$ cat config.mk
export PLATFORM = sky130hd
export DESIGN_NAME = bellek_istemcisi
export DESIGN_NICKNAME = d
export VERILOG_FILES = /design/src/rtl/bellek_istemcisi_pkg.sv /design/src/rtl/bellek_istemcisi_zaman_asimi_sayaci.sv /design/src/rtl/bellek_istemcisi.sv
export SDC_FILE = /design/constraint.sdc
export NUM_CORES = 1
export LEC_CHECK = 0
export BUFFER_PORTS_ARGS = -buffer_cell sky130_fd_sc_hd__buf_2
export CAP_MARGIN = 20
export CELL_PAD_IN_SITES_DETAIL_PLACEMENT = 0
export CELL_PAD_IN_SITES_GLOBAL_PLACEMENT = 2
export CORE_AREA = 8 8 429 431
export CTS_CLUSTER_DIAMETER = 150
export CTS_CLUSTER_SIZE = 12
export DETAILED_ROUTE_END_ITERATION = 12
export DIE_AREA = 0 0 437 439
export PLACE_DENSITY_LB_ADDON = 0.1
export SLEW_MARGIN = 20
export SYNTH_ARGS = -nofsm -noshare
export SYNTH_HDL_FRONTEND = slang
export SYNTH_HIERARCHICAL = 1
export SYNTH_SLANG_ARGS = --single-unit
$ cat constraint.sdc
create_clock -name clk_i -period 71.9 [get_ports clk_i]
set_clock_uncertainty 0.05 [all_clocks]
set_input_delay 21.57 -clock clk_i [delete_from_list [all_inputs] [get_ports clk_i]]
set_output_delay 21.57 -clock clk_i [all_outputs]
set_load 0.02 [all_outputs]
$ cat src/rtl/bellek_istemcisi_pkg.sv
// Shared definitions for the main-memory initiator and the cache controller:
// bus widths, block-alignment mask and state encodings.
package bellek_istemcisi_pkg;

  localparam int unsigned ADRES_W = 32;
  localparam int unsigned BLOK_W  = 256;
  localparam int unsigned SAYAC_W = 16;

  localparam logic [ADRES_W-1:0] OBEK_MASKESI = 32'hFFFF_FFE0;

  typedef enum logic [2:0] {
    BOSTA       = 3'd0,
    YAZ_ISTEK   = 3'd1,
    OKU_ISTEK   = 3'd2,
    YANIT_BEKLE = 3'd3,
    DOLUM       = 3'd4,
    HATA        = 3'd5
  } durum_e;

  function automatic logic [ADRES_W-1:0] obek_hizala(input logic [ADRES_W-1:0] adres);
    return adres & OBEK_MASKESI;
  endfunction

endpackage

$ cat src/rtl/bellek_istemcisi_zaman_asimi_sayaci.sv
// Watchdog counter for memory-wait states: clears on request, counts while
// enabled, and flags when the count reaches the configured limit.
module bellek_istemcisi_zaman_asimi_sayaci
  import bellek_istemcisi_pkg::*;
#(
  parameter logic [SAYAC_W-1:0] SINIR = 16'd255
) (
  input  logic clk_i,
  input  logic rst_i,
  input  logic temizle_i,
  input  logic sayac_etkin_i,
  output logic sinir_o
);

  logic [SAYAC_W-1:0] sayac_q, sayac_d;

  always_comb begin
    sayac_d = sayac_q;
    if (temizle_i) begin
      sayac_d = '0;
    end else if (sayac_etkin_i) begin
      sayac_d = sayac_q + SAYAC_W'(1);
    end
  end

  always_ff @(posedge clk_i or posedge rst_i) begin
    if (rst_i) begin
      sayac_q <= '0;
    end else begin
      sayac_q <= sayac_d;
    end
  end

  assign sinir_o = (sayac_q == SINIR);

endmodule

$ cat src/rtl/bellek_istemcisi.sv
// Main-memory initiator: one cache miss at a time, optional dirty write-back,
// block read, fill return; every memory wait is guarded by a watchdog.
module bellek_istemcisi
  import bellek_istemcisi_pkg::*;
#(
  parameter int unsigned ZAMAN_ASIMI = 255
) (
  input  logic                 clk_i,
  input  logic                 rst_i,
  input  logic                 talep_gecerli_i,
  output logic                 talep_hazir_o,
  input  logic [ADRES_W-1:0]   talep_adres_i,
  input  logic                 talep_kirli_i,
  input  logic [ADRES_W-1:0]   talep_kurban_adres_i,
  input  logic [BLOK_W-1:0]    talep_kurban_veri_i,
  output logic [BLOK_W-1:0]    dolum_veri_o,
  output logic                 dolum_gecerli_o,
  input  logic                 dolum_hazir_i,
  output logic [ADRES_W-1:0]   istek_adres_o,
  output logic [BLOK_W-1:0]    istek_veri_o,
  output logic                 istek_gecerli_o,
  output logic                 istek_yaz_gecerli_o,
  input  logic                 istek_hazir_i,
  input  logic [BLOK_W-1:0]    yanit_veri_i,
  input  logic                 yanit_gecerli_i,
  output logic                 yanit_hazir_o,
  output logic                 hata_o
);

  durum_e durum_q, durum_d;

  logic               talep_hazir_q, talep_hazir_d;
  logic               istek_gecerli_q, istek_gecerli_d;
  logic               istek_yaz_q, istek_yaz_d;
  logic               yanit_hazir_q, yanit_hazir_d;
  logic               dolum_gecerli_q, dolum_gecerli_d;
  logic               hata_q, hata_d;
  logic [ADRES_W-1:0] istek_adres_q, istek_adres_d;
  logic [ADRES_W-1:0] dolum_adres_q, dolum_adres_d;
  logic [BLOK_W-1:0]  istek_veri_q, istek_veri_d;
  logic [BLOK_W-1:0]  dolum_veri_q, dolum_veri_d;

  logic talep_al;
  logic bekleme_durumu;
  logic sayac_temizle;
  logic zaman_doldu;

  assign talep_al       = (durum_q == BOSTA) && talep_gecerli_i && talep_hazir_q;
  assign bekleme_durumu = (durum_q == YAZ_ISTEK) || (durum_q == OKU_ISTEK) ||
                          (durum_q == YANIT_BEKLE);
  assign sayac_temizle  = (durum_d != durum_q) || !bekleme_durumu;

  bellek_istemcisi_zaman_asimi_sayaci #(
    .SINIR(SAYAC_W'(ZAMAN_ASIMI))
  ) u_zaman_asimi_sayaci (
    .clk_i        (clk_i),
    .rst_i        (rst_i),
    .temizle_i    (sayac_temizle),
    .sayac_etkin_i(bekleme_durumu),
    .sinir_o      (zaman_doldu)
  );

  always_ff @(posedge clk_i or posedge rst_i) begin
    if (rst_i) begin
      durum_q         <= BOSTA;
      talep_hazir_q   <= 1'b0;
      istek_gecerli_q <= 1'b0;
      istek_yaz_q     <= 1'b0;
      yanit_hazir_q   <= 1'b0;
      dolum_gecerli_q <= 1'b0;
      hata_q          <= 1'b0;
      istek_adres_q   <= '0;
      dolum_adres_q   <= '0;
      istek_veri_q    <= '0;
      dolum_veri_q    <= '0;
    end else begin
      durum_q         <= durum_d;
      talep_hazir_q   <= talep_hazir_d;
      istek_gecerli_q <= istek_gecerli_d;
      istek_yaz_q     <= istek_yaz_d;
      yanit_hazir_q   <= yanit_hazir_d;
      dolum_gecerli_q <= dolum_gecerli_d;
      hata_q          <= hata_d;
      istek_adres_q   <= istek_adres_d;
      dolum_adres_q   <= dolum_adres_d;
      istek_veri_q    <= istek_veri_d;
      dolum_veri_q    <= dolum_veri_d;
    end
  end

  // A transfer on the limit edge takes priority over the timeout.
  always_comb begin
    durum_d = durum_q;
    unique case (durum_q)
      BOSTA:       if (talep_al) durum_d = talep_kirli_i ? YAZ_ISTEK : OKU_ISTEK;
      YAZ_ISTEK:   if (istek_hazir_i) durum_d = OKU_ISTEK;
                   else if (zaman_doldu) durum_d = HATA;
      OKU_ISTEK:   if (istek_hazir_i) durum_d = YANIT_BEKLE;
                   else if (zaman_doldu) durum_d = HATA;
      YANIT_BEKLE: if (yanit_gecerli_i) durum_d = DOLUM;
                   else if (zaman_doldu) durum_d = HATA;
      DOLUM:       if (dolum_hazir_i) durum_d = BOSTA;
      HATA:        durum_d = HATA;
      default:     durum_d = HATA;
    endcase
  end

  // Output registers follow the next state so they are valid on state entry.
  always_comb begin
    talep_hazir_d   = (durum_d == BOSTA);
    istek_gecerli_d = (durum_d == YAZ_ISTEK) || (durum_d == OKU_ISTEK);
    istek_yaz_d     = (durum_d == YAZ_ISTEK);
    yanit_hazir_d   = (durum_d == YANIT_BEKLE);
    dolum_gecerli_d = (durum_d == DOLUM);
    hata_d          = (durum_d == HATA);
    istek_adres_d   = istek_adres_q;
    istek_veri_d    = istek_veri_q;
    dolum_adres_d   = dolum_adres_q;
    dolum_veri_d    = dolum_veri_q;
    if (talep_al) begin
      dolum_adres_d = obek_hizala(talep_adres_i);
      istek_adres_d = talep_kirli_i ? obek_hizala(talep_kurban_adres_i)
                                    : obek_hizala(talep_adres_i);
      istek_veri_d  = talep_kirli_i ? talep_kurban_veri_i : '0;
    end
    if ((durum_q == YAZ_ISTEK) && (durum_d == OKU_ISTEK)) begin
      istek_adres_d = dolum_adres_q;
      istek_veri_d  = '0;
    end
    if ((durum_q == YANIT_BEKLE) && (durum_d == DOLUM)) begin
      dolum_veri_d = yanit_veri_i;
    end
    if (!istek_gecerli_d) begin
      istek_adres_d = '0;
      istek_veri_d  = '0;
    end
  end

  assign talep_hazir_o       = talep_hazir_q;
  assign istek_gecerli_o     = istek_gecerli_q;
  assign istek_yaz_gecerli_o = istek_yaz_q;
  assign yanit_hazir_o       = yanit_hazir_q;
  assign dolum_gecerli_o     = dolum_gecerli_q;
  assign hata_o              = hata_q;
  assign istek_adres_o       = istek_adres_q;
  assign istek_veri_o        = istek_veri_q;
  assign dolum_veri_o        = dolum_veri_q;

endmodule

Yosys cells after proc, flatten, opt, wreduce, memory -nomap -nowiden

Cells that the tools add are included.

Multiplexer cells: 18
Eq/ne operators: 12
Add/sub/neg operators: 1
Reduce and logical (&&, ||, !) cells: 12

Operators with widths:

| operator                                                                | count |
|---|---|
| 256-bit 2-to-1 mux                                                      | 4 |
| 32-bit 2-to-1 mux                                                       | 4 |
| 16-bit 2-to-1 mux                                                       | 2 |
| 3-bit 2-to-1 mux                                                        | 6 |
| 16-bit by 1-bit adder with 16-bit output (second input constant)        | 1 |
| 16-bit by 8-bit equality test with 1-bit output (second input constant) | 1 |
| 3-bit case mux with 5 select lines                                      | 1 |
| 3-bit by 2-bit equality test with 1-bit output (second input constant)  | 4 |
| 3-bit equality test (second input constant)                             | 3 |
| 3-bit by 1-bit equality test with 1-bit output (second input constant)  | 2 |
| 3-bit logical NOT                                                       | 2 |
| 1-bit logical AND                                                       | 4 |
| 1-bit logical OR                                                        | 4 |
| 3-bit by 1-bit != test with 1-bit output (second input constant)        | 1 |
| 3-bit != test                                                           | 1 |
| 2-bit 2-to-1 mux                                                        | 1 |
| 2-bit nonzero test                                                      | 1 |
| 1-bit logical NOT                                                       | 1 |

Bits in registers: 596
Output and inout bits: 550
Input port bits: 583

Logic depth before layout (Yosys ltp)

Depth after elaboration: 9
Mapped depth: 10
Depth with buffers taken out: 10

Modules after synthesis

The synthesis kept the hierarchy.

Modules (own cells, without submodules):

| module                              | cells each | times used | area an instance (um^2) | sequential area each (um^2) |
|---|---|---|---|---|
| bellek_istemcisi                    | 2550       | 1          | 24253.3                 | 14388.8 |
| bellek_istemcisi_zaman_asimi_sayaci | 90         | 1          | 872.1                   | 400.4 |

Worst setup path after synthesis

No wires, ideal clock.

Kind: input-to-reg
From: input port talep_gecerli_i
To: register u_zaman_asimi_sayaci.sayac_q[13]
Data required time: 71725 ps
Setup slack: 47782 ps
Stages: 9
Data arrival time: 23944 ps
Library setup time: 125 ps
Path through: nor4bb_1 and3_1 clkbuf_1 clkbuf_1 nor3_1 o2111ai_1 o2111ai_4 nor4_1 mux2_2

Longest elaborated chain between the ends: 7
Elaborated cells between the ends (all ways): 8
Those cells by class: 1 x eq/ne; 3 x mux; 4 x reduce/logical

RTL lines:

| what                                                    | line                                      | RTL |
|---|---|---|
| start, declared                                         | bellek_istemcisi.sv:10                    | `input logic talep_gecerli_i,` |
| 1-bit logical AND (*) (2 in a row)                      | bellek_istemcisi.sv:48                    | `assign talep_al = (durum_q == BOSTA) && talep_gecerli_i && talep_hazir_q;` |
| 3-bit 2-to-1 mux (*)                                    | bellek_istemcisi.sv:95                    | `BOSTA: if (talep_al) durum_d = talep_kirli_i ? YAZ_ISTEK : OKU_ISTEK;` |
| 3-bit case mux with 5 select lines (*)                  | bellek_istemcisi.sv:94                    | `unique case (durum_q)` |
| 3-bit != test (*)                                       | bellek_istemcisi.sv:51                    | `assign sayac_temizle = (durum_d != durum_q) \|\| !bekleme_durumu;` |
| 1-bit logical OR (*)                                    | bellek_istemcisi.sv:51                    |  |
| named net sayac_temizle                                 | bellek_istemcisi.sv:45                    | `logic sayac_temizle;` |
| 16-bit 2-to-1 mux or 2-bit nonzero test (tied branches) | n/a                                       |  |
| end signal, assigned                                    | bellek_istemcisi_zaman_asimi_sayaci.sv:30 | `sayac_q <= sayac_d;` |
| end, declared                                           | bellek_istemcisi_zaman_asimi_sayaci.sv:15 | `logic [SAYAC_W-1:0] sayac_q, sayac_d;` |

Mark *: on every way through the listed nets, which the timed path passes. The rest lies on a longest branch.
A chain may end at the register's enable or synchronous reset.

Final worst setup path

From: input port talep_gecerli_i
To: register istek_veri_q[175], in the netlist istek_veri_o[175]

Longest elaborated chain between the ends: 8
Elaborated cells between the ends (all ways): 11
Those cells by class: 3 x eq/ne; 4 x mux; 4 x reduce/logical

RTL lines:

| what                                           | line                                             | RTL |
|---|---|---|
| 1-bit logical AND (*) (2 in a row)             | bellek_istemcisi.sv:48                           |  |
| 3-bit 2-to-1 mux                               | bellek_istemcisi.sv:95                           |  |
| 3-bit case mux with 5 select lines             | bellek_istemcisi.sv:94                           |  |
| 3-bit by 2-bit equality test with 1-bit output | bellek_istemcisi.sv:111, bellek_istemcisi.sv:126 |  |
| 1-bit logical AND                              | bellek_istemcisi.sv:126                          | `if ((durum_q == YAZ_ISTEK) && (durum_d == OKU_ISTEK)) begin` |
| 256-bit 2-to-1 mux                             | bellek_istemcisi.sv:126                          |  |
| 256-bit 2-to-1 mux                             | bellek_istemcisi.sv:133                          | `if (!istek_gecerli_d) begin` |
| end signal, assigned                           | bellek_istemcisi.sv:86                           | `istek_veri_q <= istek_veri_d;` |
| end, declared                                  | bellek_istemcisi.sv:40                           | `logic [BLOK_W-1:0] istek_veri_q, istek_veri_d;` |

Every way passes the cells marked *; elsewhere a longest branch is shown, timed or not.

==> out/metrics.yaml <==
hp-class: "flip-flop to flip-flop"
layout-drive-gt1-share_pct: 35.19
io_buffers: 1117
nFillCells: 20040
cts-root-buf: "clkbuf_16"
worst_pin_slew_ns: 1.150
drtIter0Drc: 1085
layout.nets: 4179
yosys_register_bits: 591
required_ns: 72.39
drv_cap: 0
area_growth_pct: 37.74
criticalPathCategory: "input port to flip-flop"
p_leak_nw: 17.39
place.gp.congestion: 0.7425
synth_cells: 2640
cp.buffers_inverters: 5
die_width_um: 437
clock_latency_ns: 0.65
setup_violations: 0
cts_sinks: 591
drt_first_pass_iters: 5
status: "finished clean"
grt_setup_unrepaired: "no"
grt_max_degree: 161
ios: 1133
yosys_warnings: 6
drtAntennaViolNets: 0
top_usage_layer: "met2"
vias_per_cell: 4.021
cts_htree_levels: 2
grt_pass1_wl_mm: 209.2
synth_cell_types: 40
grt_overflow: 0
synth-async-reset-ratio_pct: 100.0
core_area_sq_um: 177300
final_hold_viol_count: 0
synth-edff-count: 0
critPathTopFamily: "buffers and inverters"
cts_buffers: 56
routed_wl_mm: 150.4
arrival_ns: 26.15
placement_rows: 155
crit_fanout: 64
ir_drop_mv: 0.02103
floorplan.die_area_sq_um: 191800
layout_worst_path_cycle_share_pct: 35.68
postCtsHoldBufs: 0
drc: 0
synth.avg_cell_area_sq_um: 9.517
syn_area_sq_um: 25130
cp_slowest_cell: "buf_4"
clk_pin_slew_ns: 0.07
grtUsageTotal_pct: 14.80
drv_slew: 0
p_per_area_nw_per_um2: 39.35
crit_path_start_kind: "input port"
post_cts_buffers: 0
clk_path_buf_depth: 3
dieHeight_um: 439
antenna_found_initial: 151
use_met3_pct: 6.420
wl_per_cell_um: 25.09
vias: 24100
cts_resized: 0
slew_headroom_pct: 23.34
pre_cts_ws_ns: 45.65
cp_cell_sequence: "buf_2, nor4bb_1, nand2_4, buf_4, buf_4, buf_4, buf_4, nand4_1, o31ai_1"
worst_slack_ns: 46.25
start_util_pct: 14.17
ys.flop_type: "dfrtp_1"
finalSetupTns_ns: 0
dp_hpwl_mm: 106.4
ys_seq_area_share_pct: 58.86
grt_pass1_vias: 25240
slowest_delay_ns: 0.80
met2_usage_pct: 25.47
cts_tree: "yes"
fmax_mhz: 38.98
crit_top_cell: "buf_4"
cp-end-kind: "flip-flop"
grt_util_met1_pct: 16.49
period_needed_ns: 25.65
cells in the final DEF (no fill, tap or decap), drive strengths merged:
cell     count
a21oi        8
o31ai      285
ha           1
o2111ai      2
or3          3
nand3b       1
buf       1158
nor4bb       1
nor4        10
xnor2        1
o21ai        4
xor2         4
a211o        1
nor2        16
inv         13
or3b         1
diode       38
nor3b        2
nand4      288
and3         2
nor2b        6
a32oi        1
a211oi       1
mux2i       28
clkbuf      59
mux2        33
a221o        1
and4b        1
nand3        6
a2bb2oi     27
or4          4
conb         5
dfrtp      591
o22ai        1
nand2b       1
nor3         3
nand2     1031
cells in the mapped netlist, types with 2 or more instances:
master	number	area (sq um)
o21ai_0	4	20.02
a21oi_1	8	40.04
or3_2	2	15.01
nor3_1	3	15.01
inv_1	9	33.78
buf_1	22	82.58
nor2_1	16	60.06
nor4_1	10	62.56
a2bb2oi_1	27	236.5
nand4_1	288	1802
nor2b_1	6	37.54
nor3b_1	2	15.01
o31ai_1	285	2140
or4_1	4	30.03
and3_1	2	12.51
clkbuf_1	201	754.5
mux2i_1	28	280.3
buf_4	11	82.58
dfrtp_1	591	14790
mux2_2	33	371.6
xor2_1	4	35.03
nand2_1	1031	3870
buf_2	31	155.2
nand3_1	6	30.03
path summary, 6_finish.rpt:
check | from | endpoint | cells past startpoint | slack (ns)
max in group asynchronous | rst_i | istek_veri_o[131] | 6 | 47.11
max reg2reg | u_zaman_asimi_sayaci/sayac_q[3] | istek_veri_o[37] | 9 | 66.20
min | dolum_veri_o[189] | dolum_veri_o[189] | 2 | 0.42
min reg2reg | dolum_veri_o[189] | dolum_veri_o[189] | 2 | 0.42
max | talep_gecerli_i | istek_veri_o[175] | 9 | 46.25
min in group asynchronous | rst_i | istek_veri_o[211] | 2 | 21.02
worst reg2reg max path, stage by stage (launching register included):
cell     delay, ns
dfrtp_1       0.44
nand4_1       0.44
nor4_1        0.78
o21ai_0       0.20
a221o_1       0.43
nand2_4       0.46
buf_4         0.85
buf_4         0.78
buf_4         0.87
o31ai_1       0.24
final cells by class:
| type | instances | area, sq um | area share, % |
|---|---|---|---|
| flip-flops and latches | 591 | 14790 | 42.73 |
| multi-input cells | 1779 | 9305 | 26.89 |
| repair buffers | 1158 | 5948 | 17.19 |
| well taps | 2355 | 2947 | 8.514 |
| clock buffers | 59 | 1444 | 4.172 |
| diodes | 38 | 95.09 | 0.2748 |
| inverters | 9 | 41.29 | 0.1193 |
| clock inverters | 4 | 37.54 | 0.1085 |
per-stage QoR:
stage	total power [mW]	hold WS, ns	cell area [sq um]	util (%)	instances
2_1_floorplan	0.8232	0.4058	25140	-	2644
3_3_place_gp	1.107	0.4050	33030	18.63	5892
3_5_place_dp	1.104	0.4066	33030	18.63	5892
4_1_cts	1.409	0.4242	34510	19.47	5955
5_1_grt	1.461	0.4339	34570	19.51	5980
6_report	1.362	0.4175	34610	19.52	5993
where the power goes:
group,internal (mW),switching (mW),leakage (nW),total (mW)
Clock,0.141,0.147,0.731,0.288
Combinational,0.141,0.456,8.83,0.597
Sequential,0.429,0.0479,7.83,0.477
flip-flops by register name, indices dropped and copies added, names as in the netlist, 3 cells and up:
signal and flops:
dolum_veri_o 256, dolum_adres_q 27, istek_veri_o 256, u_zaman_asimi_sayaci/sayac_q 16
durum_q 3, istek_adres_o 27
logic make-up (layout without fill, tap and decap cells):
family	Yosys count	count (layout)	synth area share, %
buf+inv	274	1230	4.412
flops	591	591	58.86
compound gates	331	331	10.02
other cells	1	43	0.01493
simple gates	1376	1376	23.87
fa+ha+maj	1	1	0.04979
mux	61	61	2.595
xor+xnor	5	5	0.1743
layer usage:
layer	up-vias	wire [um]	part of all wire, %
met1	11760	56360	37
met2	863	74950	50
met5	-	548	0.36
met3	334	14130	9.4
li1	11050	-	-
met4	88	4360	2.9
No activity file was read; power rests on OpenSTA's default activity.
